$ cat src/rtl/pipeline_controller.sv
// rtl/pipeline_controller.sv - pipeline stall/flush/memory-wait controller
// Same-cycle enables and flushes; registered state, event counters and timeout flag.
module pipeline_controller #(
  parameter int TimeoutCycles = 15,
  parameter int CountBits     = 8
) (
  input  logic                 clk,
  input  logic                 rst,
  input  logic                 Load_Use_Hazard,
  input  logic                 Branch_Taken,
  input  logic                 Mem_Req,
  input  logic                 Mem_Ready,
  input  logic                 Halt,
  output logic                 PC_Write,
  output logic                 IF_ID_Write,
  output logic                 EX_MEM_Write,
  output logic                 MEM_WB_Write,
  output logic                 IF_ID_Flush,
  output logic                 ID_EX_Flush,
  output logic                 Mem_Timeout,
  output logic                 Halted,
  output logic [1:0]           State,
  output logic [CountBits-1:0] Stall_Count,
  output logic [CountBits-1:0] Flush_Count
);

  localparam int WaitBits = (TimeoutCycles < 1) ? 1 : $clog2(TimeoutCycles + 1);
  localparam logic [WaitBits-1:0]  WaitMax  = WaitBits'(TimeoutCycles);
  localparam logic [CountBits-1:0] CountMax = {CountBits{1'b1}};

  typedef enum logic [1:0] {
    RUN      = 2'b00,
    MEM_WAIT = 2'b01,
    HALT     = 2'b11
  } state_e;

  state_e               state_q, state_d, state_eff;
  logic [WaitBits-1:0]  wait_q, wait_d;
  logic [CountBits-1:0] stall_q, stall_d;
  logic [CountBits-1:0] flush_q, flush_d;
  logic                 timeout_q, timeout_d;
  logic                 stall_inc, flush_inc, run_prio;

  // Outputs follow RUN while reset is held, whatever the registered state.
  assign state_eff = rst ? RUN : state_q;

  always_comb begin
    state_d      = state_q;
    wait_d       = wait_q;
    timeout_d    = timeout_q;
    stall_inc    = 1'b0;
    flush_inc    = 1'b0;
    run_prio     = 1'b0;
    PC_Write     = 1'b0;
    IF_ID_Write  = 1'b0;
    EX_MEM_Write = 1'b0;
    MEM_WB_Write = 1'b0;
    IF_ID_Flush  = 1'b0;
    ID_EX_Flush  = 1'b0;
    Halted       = 1'b0;

    case (state_eff)
      RUN: begin
        if (Halt) begin
          state_d = HALT;
        end else if (Mem_Req && !Mem_Ready) begin
          state_d   = MEM_WAIT;
          wait_d    = WaitBits'(1);
          stall_inc = 1'b1;
        end else begin
          run_prio = 1'b1;
        end
      end
      MEM_WAIT: begin
        if (!Mem_Ready) begin
          stall_inc = 1'b1;
          if (wait_q == WaitMax) begin
            timeout_d = 1'b1;
            state_d   = HALT;
          end else begin
            wait_d = wait_q + WaitBits'(1);
          end
        end else begin
          run_prio = 1'b1;
          state_d  = RUN;
        end
      end
      HALT: begin
        Halted = 1'b1;
      end
      default: begin
        state_d = RUN;
      end
    endcase

    // Branch beats load-use; both share the RUN and MEM_WAIT-ready paths.
    if (run_prio) begin
      if (Branch_Taken) begin
        PC_Write     = 1'b1;
        IF_ID_Write  = 1'b1;
        EX_MEM_Write = 1'b1;
        MEM_WB_Write = 1'b1;
        IF_ID_Flush  = 1'b1;
        ID_EX_Flush  = 1'b1;
        flush_inc    = 1'b1;
      end else if (Load_Use_Hazard) begin
        ID_EX_Flush  = 1'b1;
        EX_MEM_Write = 1'b1;
        MEM_WB_Write = 1'b1;
        stall_inc    = 1'b1;
      end else begin
        PC_Write     = 1'b1;
        IF_ID_Write  = 1'b1;
        EX_MEM_Write = 1'b1;
        MEM_WB_Write = 1'b1;
      end
    end

    stall_d = (stall_inc && stall_q != CountMax) ? stall_q + CountBits'(1) : stall_q;
    flush_d = (flush_inc && flush_q != CountMax) ? flush_q + CountBits'(1) : flush_q;
  end

  always_ff @(posedge clk) begin
    if (rst) begin
      state_q   <= RUN;
      wait_q    <= '0;
      stall_q   <= '0;
      flush_q   <= '0;
      timeout_q <= 1'b0;
    end else begin
      state_q   <= state_d;
      wait_q    <= wait_d;
      stall_q   <= stall_d;
      flush_q   <= flush_d;
      timeout_q <= timeout_d;
    end
  end

  assign State       = state_q;
  assign Stall_Count = stall_q;
  assign Flush_Count = flush_q;
  assign Mem_Timeout = timeout_q;

endmodule

$ cat config.mk
export PLATFORM = sky130hd
export DESIGN_NAME = pipeline_controller
export DESIGN_NICKNAME = d
export VERILOG_FILES = /design/src/rtl/pipeline_controller.sv
export SDC_FILE = /design/constraint.sdc
export NUM_CORES = 1
export LEC_CHECK = 0
export CAP_MARGIN = 20
export CORE_MARGIN = 2
export CORE_UTILIZATION = 43
export DETAILED_ROUTE_END_ITERATION = 10
export PLACE_DENSITY = 0.8
export SYNTH_ARGS = -nofsm -noshare
export SYNTH_HDL_FRONTEND = slang
export SYNTH_SLANG_ARGS = --single-unit
$ cat constraint.sdc
create_clock -name clk -period 1.7 [get_ports clk]
set_clock_uncertainty 0.1 [all_clocks]
set_input_delay 0.425 -clock clk [delete_from_list [all_inputs] [get_ports clk]]
set_output_delay 0.425 -clock clk [all_outputs]
set_load 0.03 [all_outputs]
==> flow_summary.toml <==
[run_status]
status = "finished, violations left"
failed_checks = "DRC, setup timing"

[synth]
async_reset_ff_frac = 0
synth-main-ff-cell = "dfxtp_1"
yosysMostFrequentCell = "dfxtp_1"
ys_top_cells_by_count = "23 x dfxtp_1, 15 x nor2_1, 12 x nand2_1, 11 x a21oi_1, 8 x o21ai_0"
synth_area_sq_mm = 0.00129
synthCells = 157
yosys_warnings = 0
yosysTopAreaCell = "dfxtp_1"
yosys_register_bits = 23
ys_seq_area_frac = 0.357
synth-edff-count = 0
synth_nets = 167
yosysTopAreaCellShare = 0.357
synth_area_leaders = "dfxtp_1 36%, nor2_1 4.4%, a21oi_1 4.3%, nand2_1 3.5%, o21ai_0 3.1%"
syn_avg_cell_area_sq_um = 8.22
synth_cell_type_count = 46

[final_layout]
multi_input_area_sq_um = 991
fillers = 208
seqCellArea_sq_um = 470
synthToLayoutAreaGrowth_pct = 65.2
antenna_cells = 0
layout-drive-gt1-share = 0.461
final_nets = 230
final_cell_area_sq_mm = 0.00213

[floorplan]
core_area_sq_mm = 0.00281
die_area_sq_mm = 0.00345
start_util = 0.460
die_h_um = 58.8
io_pins = 33
fp-row-count = 19
die_w_um = 58.8

[detailed_routing]
wl_met2_um = 2370
route.detailed.drc = 1
dr.pass1.iters = 7
post_drt_wl_per_cell_um = 17.7
totalWireLength_um = 4420
drt_iter0_drc = 50
wl_met3_um = 236
drt-met1-wl_um = 1680
top_layer = "met4"
num_vias = 1460
viasPerCell = 5.84
antenna_left = 0

[place]
placed_cell_area_sq_mm = 0.00181
gp_congestion = 0.799
dp_worst_setup_slack_ns = -0.697
portBuffers = 32
dp_hpwl_um = 2730

[global_routing]
grt_max_degree = 21
antenna_found_initial = 0
grt_pass1_vias = 1479
track_usage = 0.256
grt_first_pass_wirelength_um = 6690
grt_overflow = 0

[clock_network]
htreeDepth = 1
clock_latency_ns = 0.34
clockBufferDepth = 2
cts_buffers = 3
tritoncts = "done"
hold_buffers = 0
clk_pin_slew_ns = 0.15
clkSinkCount = 23
cts_root_buf = "clkbuf_4"

[timing]
fin_setup_tns_ns = -4.09
max_freq_mhz = 494
tightest_slew_ns = 0.378
rsz0062_at_grt = "yes"
drv_slew = 0
max-slew-margin-rel = 0.748
post-route-period-util = 1.19
setup_slack_ns = -0.323
hold_viol = 0
holdWs_ns = 0.401
setup_viol = 23
layout_min_cycle_time_ns = 2.02

[power_and_ir_drop]
peakVddDrop_mv = 0.588
power.total_uw = 1310
leakage_uw = 0.000872
power_density_mw_per_mm2 = 617

[setup_path]
arrival_ns = 1.50
cp_num_buf_inv = 2
cp_slowest_cell = "dfxtp_4"
cpPeakStageDelay_ns = 0.40
crit_required_ns = 1.17
crit_path_end_kind = "output port"
crit_start = "State[0]$_SDFFE_PP0P_"
worst-path-max-fanout = 4
crit_chain = "nor2b_4 > o21ai_2 > buf_6 > and3_1 > buf_6"
rrSetupSlack_ns = -0.23
path_common_cell = "buf_6"
start_kind = "flip-flop"
cp_top_family = "flip-flops"
timing.rr.end = "Stall_Count[6]$_SDFFE_PP0P_"
critical_path_class = "flip-flop to output port"
r2r_cells = 8
reg2reg_from = "State[0]$_SDFFE_PP0P_"

[worst_hold_path]
worstHoldStart = "Stall_Count[1]$_SDFFE_PP0P_"
hp-class = "flip-flop to flip-flop"
hold_path_depth = 2
whs_endpoint = "Stall_Count[1]$_SDFFE_PP0P_"

[job]
maxCapViolations = 0
-- registers in the layout (all words and copies together) (netlist names) --
register,cells
Flush_Count,8
Mem_Timeout,1
State,2
wait_q,4
Stall_Count,8
-- through the flow --
| stage | util | instances |
|---|---|---|
| after global placement | 0.647 | 238 |
| after CTS | 0.722 | 249 |
| after detailed placement | 0.647 | 238 |
| after floorplan | - | 157 |
| after global routing | 0.760 | 250 |
| final | 0.760 | 250 |
-- final cells by class --
type / count / share of cell area
Clock inverter: 1 / 0.00235
Multi-Input combinational cell: 119 / 0.465
Inverter: 6 / 0.0129
Sequential cell: 23 / 0.221
Clock buffer: 3 / 0.0106
Tap cell: 31 / 0.0182
Timing Repair Buffer: 67 / 0.270
-- report_power, final --
part           leakage, uW  internal, uW  switching (uW)
Sequential        0.000189           557            22.3
Clock            0.0000177          88.7             192
Combinational     0.000665           207             247
Total             0.000872           853             461
-- cell usage in the layout, fill, tap and decap left out, types with 5 or more instances in the layout --
cell type         n
buf_4            28
dfxtp_1          17
buf_6            16
nor2_1           12
nand2_1          11
clkbuf_2          8
nand3_1           7
a21oi_1           7
o21ai_0           6
dlygate4sd2_1     6
dfxtp_2           5
clkdlybuf4s15_1   5
-- worst max path at each step --
| stage | slack [ns] | to | cells after the start |
|---|---|---|---|
| floorplan | -0.17 | Stall_Count[4]$_SDFFE_PP0P_ | 7 |
| global placement | -0.65 | Stall_Count[2]$_SDFFE_PP0P_ | 7 |
| detailed placement | -0.70 | Stall_Count[2]$_SDFFE_PP0P_ | 7 |
| CTS | -0.29 | PC_Write | 6 |
| global route | -0.39 | PC_Write | 6 |
| finish | -0.32 | IF_ID_Flush | 5 |
-- cells by family (layout without fill, tap and decap cells) --
family,after synthesis,in the layout,share of synthesized area
and+or+nand+nor,71,71,0.301
muxes,5,5,0.0417
DFF,23,23,0.357
AOI/OAI and AO/OA,37,37,0.195
adders and majority gates,3,3,0.0291
buffers and inverters,15,77,0.0562
xor gates and xnor gates,3,3,0.0204
-- worst reg2reg max path, delay by kind of cell (launching register included) --
kind	cells	cell delay (ns)
flops	1	0.41
compound gates	4	0.82
buf+inv	3	0.43
simple gates	1	0.08
-- layer usage --
layer	vias up	track usage
li1	693	-
met2	55	0.478
met3	14	0.0659
met4	0	0.0942
met1	698	0.275
met5	-	0
-- timing repair --
item	CTS	global route
setup endpoints to repair	45	37
setup buffers	6	2
resized for setup	62	47
pin swaps	10	21
cloned	1	0
(Power assumes the default switching activity.)
